`src/rtl/uart_pixel_loader.sv`:
```
// UART 8N1 receiver that streams received bytes into an image memory, one write per byte,
// until a full image has been loaded.
module uart_pixel_loader #(
    parameter int unsigned CLKS_PER_BIT = 5208,
    parameter int unsigned IMG_BYTES    = 16384
) (
    input  logic        clk,
    input  logic        rst_n,
    input  logic        receive,
    input  logic        rx,
    output logic        mem_we,
    output logic [15:0] mem_addr,
    output logic [7:0]  mem_din,
    output logic        load_done,
    output logic        frame_err,
    output logic        rx_LED
);

    localparam logic [15:0] BitLast  = 16'(CLKS_PER_BIT - 1);
    localparam logic [15:0] HalfLast = 16'(CLKS_PER_BIT / 2 - 1);
    localparam logic [16:0] ImgLast  = 17'(IMG_BYTES - 1);

    typedef enum logic [2:0] {StIdle, StStart, StData, StStop, StWrite} state_e;

    state_e      state_q, state_d;
    logic        rx_meta_q, rx_sync_q;
    logic        receive_q;
    logic [15:0] baud_q;
    logic [2:0]  bit_q;
    logic [7:0]  shift_q;
    logic [16:0] count_q, count_d;
    logic        load_done_q, load_done_d;
    logic        frame_err_q, frame_err_d;
    logic        rx_led_q, rx_led_d;
    logic [15:0] addr_q;
    logic [7:0]  din_q;
    logic        baud_hit;
    logic        start_ok;

    // START samples mid start bit; every other state waits a full bit period
    always_comb begin
        baud_hit = (state_q == StStart) ? (baud_q == HalfLast) : (baud_q == BitLast);
        start_ok = !rx_sync_q && receive && !load_done_q;
    end

    always_ff @(posedge clk) begin
        if (!rst_n) begin
            state_q <= StIdle;
        end else begin
            state_q <= state_d;
        end
    end

    always_comb begin
        state_d = state_q;
        unique case (state_q)
            StIdle:  if (start_ok) state_d = StStart;
            StStart: if (baud_hit) state_d = rx_sync_q ? StIdle : StData;
            StData:  if (baud_hit && bit_q == 3'd7) state_d = StStop;
            StStop:  if (baud_hit) state_d = rx_sync_q ? StWrite : StIdle;
            StWrite: state_d = StIdle;
            default: state_d = StIdle;
        endcase
    end

    always_comb begin
        mem_we = (state_q == StWrite);
    end

    always_comb begin
        load_done_d = load_done_q;
        frame_err_d = frame_err_q;
        count_d     = count_q;
        // Re-arming receive after a finished image starts a fresh one
        if (receive && !receive_q && load_done_q) begin
            load_done_d = 1'b0;
            frame_err_d = 1'b0;
            count_d     = '0;
        end
        if (state_q == StStop && baud_hit && !rx_sync_q) frame_err_d = 1'b1;
        if (state_q == StWrite) begin
            count_d = count_q + 17'd1;
            if (count_q == ImgLast) load_done_d = 1'b1;
        end
        rx_led_d = (state_d != StIdle) || (receive && !load_done_d);
    end

    always_ff @(posedge clk) begin
        if (!rst_n) begin
            rx_meta_q   <= 1'b1;
            rx_sync_q   <= 1'b1;
            receive_q   <= 1'b0;
            baud_q      <= '0;
            bit_q       <= '0;
            shift_q     <= '0;
            count_q     <= '0;
            load_done_q <= 1'b0;
            frame_err_q <= 1'b0;
            rx_led_q    <= 1'b0;
            addr_q      <= '0;
            din_q       <= '0;
        end else begin
            rx_meta_q   <= rx;
            rx_sync_q   <= rx_meta_q;
            receive_q   <= receive;
            count_q     <= count_d;
            load_done_q <= load_done_d;
            frame_err_q <= frame_err_d;
            rx_led_q    <= rx_led_d;
            case (state_q)
                StIdle: begin
                    baud_q <= '0;
                    bit_q  <= '0;
                end
                StStart: baud_q <= baud_hit ? 16'd0 : baud_q + 16'd1;
                StData: begin
                    if (baud_hit) begin
                        baud_q  <= '0;
                        bit_q   <= bit_q + 3'd1;
                        shift_q <= {rx_sync_q, shift_q[7:1]};
                    end else begin
                        baud_q <= baud_q + 16'd1;
                    end
                end
                StStop: begin
                    baud_q <= baud_q + 16'd1;
                    // Latch address/data on entry to WRITE so they hold afterwards
                    if (baud_hit && rx_sync_q) begin
                        addr_q <= count_q[15:0];
                        din_q  <= shift_q;
                    end
                end
                default: ;
            endcase
        end
    end

    assign mem_addr  = addr_q;
    assign mem_din   = din_q;
    assign load_done = load_done_q;
    assign frame_err = frame_err_q;
    assign rx_LED    = rx_led_q;

endmodule

```
`config.mk`:
```
export PLATFORM = sky130hd
export DESIGN_NAME = uart_pixel_loader
export DESIGN_NICKNAME = d
export VERILOG_FILES = /design/src/rtl/uart_pixel_loader.sv
export SDC_FILE = /design/constraint.sdc
export NUM_CORES = 1
export LEC_CHECK = 0
export BUFFER_PORTS_ARGS = -buffer_cell sky130_fd_sc_hd__buf_4
export CAP_MARGIN = 15
export CORE_ASPECT_RATIO = 1.4
export CORE_MARGIN = 2
export CORE_UTILIZATION = 35
export DETAILED_ROUTE_END_ITERATION = 12
export PLACE_DENSITY = 0.6
export SLEW_MARGIN = 20
export SYNTH_ARGS = -nofsm -noshare
export SYNTH_HDL_FRONTEND = slang
export SYNTH_SLANG_ARGS = --single-unit
```
`constraint.sdc`:
```
create_clock -name clk -period 2.5 [get_ports clk]
set_input_delay 0.25 -clock clk [delete_from_list [all_inputs] [get_ports clk]]
set_output_delay 0.25 -clock clk [all_outputs]
set_load 0.01 [all_outputs]
```
==> results.yml <==
global_routing:
  grt_max_degree: 48
  grt_use_total_pct: 15.2
  grt_overflow: 0
  antenna_found_initial: 0
  grt_pass1_vias: 2649
  grt_pass1_wl_mm: 12.4
worst_setup_path:
  r2r_start: "state_q[2]"
  path_class: "reg -> reg"
  critPathLaunch: "state_q[2]"
  start_kind: "flip-flop"
  crit_arrival_ps: 2430
  endpoint_kind: "flip-flop"
  path_max_fanout: 12
  cp.required_ps: 2780
sta:
  report.final.slew_viol_count: 0
  fin_crit_sh_pct: 85.8
  worst_slew_pin_slew_ps: 513
  min_period_ps: 2140
  maxSlewHeadroom_pct: 65.8
  setup_viol: 0
  hold_slack_ps: 91.4
  fmax_ghz: 0.466
  skew_ps: 9.96
  hold_violations: 0
  setup_tns_ps: 0
  rsz0062_at_grt: "false"
cells_and_area:
  fillers: 954
  layout_commonest_cell: "dfxtp_1"
  insertedDiodeCount: 0
  areaGrowthSynthToFinish_pct: 18.5
  drive_gt1_share_pct: 16.3
  final_cell_mix: "dfxtp_1, nand2_1, nor2_1"
  fin_cells: 540
  finalNetCount: 433
routing:
  drcViolationCount: 0
  vias_per_cell: 5.10
  postRouteAntennaNets: 0
  num_vias: 2756
  wl_per_cell_um: 13.6
  firstDrtPassIters: 4
  routed_wl_mm: 7.33
  drtIter0Drc: 159
logic_synthesis:
  yosys.area.top_type: "dfxtp_1"
  async_flop_share_pct: 0
  yosys_warnings: 0
  syn_inst: 394
  synth_edf_count: 0
  synth.area.top_cells: "dfxtp_1, nand2_1, a21oi_1, nor2_1, xor2_1"
  yosys.area.top_type_share_pct: 45.9
  syn-num-nets: 402
  yosysSeqAreaShare_pct: 45.9
  yosysUniqueCellTypes: 59
  synth-seq-cells: 77
  syn_area_mm2: 0.00336
  synth_ff_type: "dfxtp_1"
  syn_area_per_cell_um2: 8.52
pwr:
  totalPowerFinal_uw: 2620
  pwr-share-comb_pct: 1.7
  p_leak_uw: 0.00143
  vdd_drop_max_mv: 0.333
  pwr-share-clk_pct: 51.1
  p_int_uw: 2030
  swShare_pct: 22.4
  p_seq_share_pct: 47.2
  p_per_area_mw_per_mm2: 658
  p_switching_uw: 585
worst_hold_path:
  worstHoldStart: "rx"
  hold_class: "in -> reg"
floorplan:
  dieArea_mm2: 0.0104
  initial_core_util_pct: 35.7
  die_h_um: 120
  num_rows: 42
  die_x_um: 86.8
  io-pin-count: 32
  core_area_mm2: 0.00941
placed_design:
  dp.cells: 524
  place_hpwl_mm: 5.02
  portBuffers: 31
  place_congestion: 0.804
cts:
  cts.sinks: 77
  post_cts_buffers: 0
  clkSlewWorstSetupHoldPaths_ps: 70
  clockRootBuffer: "clkbuf_16"
  cts_buffers: 9
  htreeDepth: 3
  worstSkewPairLatency_ps: 340
  max-clock-path-buffers: 2
  post_cts_resized: 0
  hold_buffers: 0
  cts_tree: "built"
job:
  max-cap-violations: 0
outcome:
  outcome: "finished clean"
final timing paths:
path,end,slack [ps],cells past startpoint
worst max-delay path,count_q[16],360,7
worst min-delay path,rx_meta_q,90,2
worst max register to register,count_q[16],360,7
worst min register to register,rx_sync_q,410,1
registers in the layout, indices dropped and copies added (netlist names):
name / count
count_q: 17
rx_LED: 1
baud_q: 16
rx_meta_q: 1
receive_q: 1
shift_q: 8
load_done: 1
bit_q: 3
frame_err: 1
rx_sync_q: 1
mem_addr: 16
mem_din: 8
state_q: 3
area by class of cell:
| class | count | area, µm² | share of cell area (%) |
|---|---|---|---|
| Inverter | 7 | 31.3 | 0.786 |
| Clock inverter | 7 | 82.6 | 2.08 |
| Tap cell | 110 | 138 | 3.46 |
| Multi-Input combinational cell | 292 | 1680 | 42.1 |
| Clock buffer | 9 | 225 | 5.66 |
| Sequential cell | 77 | 1540 | 38.7 |
| Timing Repair Buffer | 38 | 285 | 7.17 |
power groups by stage:
stage	registers [µW]	logic (µW)	clock network, µW
finish	1240	44.3	1340
global route	1230	48.3	1420
CTS	1230	44.7	1370
detailed placement	1260	44.1	0
global placement	1260	43.6	0
floorplan	1260	28.0	0
synth_stat cells, types with 2 or more instances:
| library cell | n |
|---|---|
| a21o_1 | 2 |
| a21oi_1 | 36 |
| a31o_2 | 2 |
| a31oi_1 | 3 |
| and2_1 | 4 |
| and3_1 | 7 |
| buf_2 | 3 |
| buf_4 | 4 |
| buf_6 | 3 |
| clkbuf_1 | 8 |
| dfxtp_1 | 77 |
| ha_1 | 4 |
| inv_1 | 6 |
| mux2i_1 | 8 |
| nand2_1 | 74 |
| nand2b_1 | 5 |
| nand3_1 | 14 |
| nand3b_1 | 4 |
| nand4_1 | 9 |
| nor2_1 | 47 |
| nor2_2 | 2 |
| nor2b_1 | 3 |
| nor3_1 | 3 |
| nor3b_1 | 2 |
| nor4_1 | 2 |
| o21ai_0 | 11 |
| or3_1 | 2 |
| xnor2_1 | 6 |
| xor2_1 | 13 |
through the flow:
stage	util (%)	setup WS, ps	instance area, µm²
global placement	39.0	426	3670
global route	42.3	202	3980
floorplan	-	739	3360
finish	42.3	356	3980
CTS	42.3	353	3980
detailed placement	39.0	374	3670
kinds of logic after synthesis:
kind of cell / count (synthesis) / share of synthesized area, %
buf+inv: 25 / 4.17
simple gates: 192 / 28.1
xor+xnor: 19 / 4.96
flops: 77 / 45.9
mux: 10 / 3.17
compound gates: 66 / 11.9
fa+ha+maj: 5 / 1.79
per-layer routing:
metal	vias up	track usage, %	share of wire (%)	wire [µm]
li1	1405	-	-	-
met4	0	8.01	2.1	153
met3	15	3.92	3.8	281
met5	-	0	0	0
met1	1296	19.0	46	3410
met2	40	23.9	48	3480
critical path, stage by stage, from the launching register on:
cell     delay [ps]
dfxtp_1         510
or3b_1          580
inv_6           190
nand4_4         130
nor2_4          160
nand4_1         130
mux2_4          320
nor2_2           70
Power figures use the tool's default switching activity.
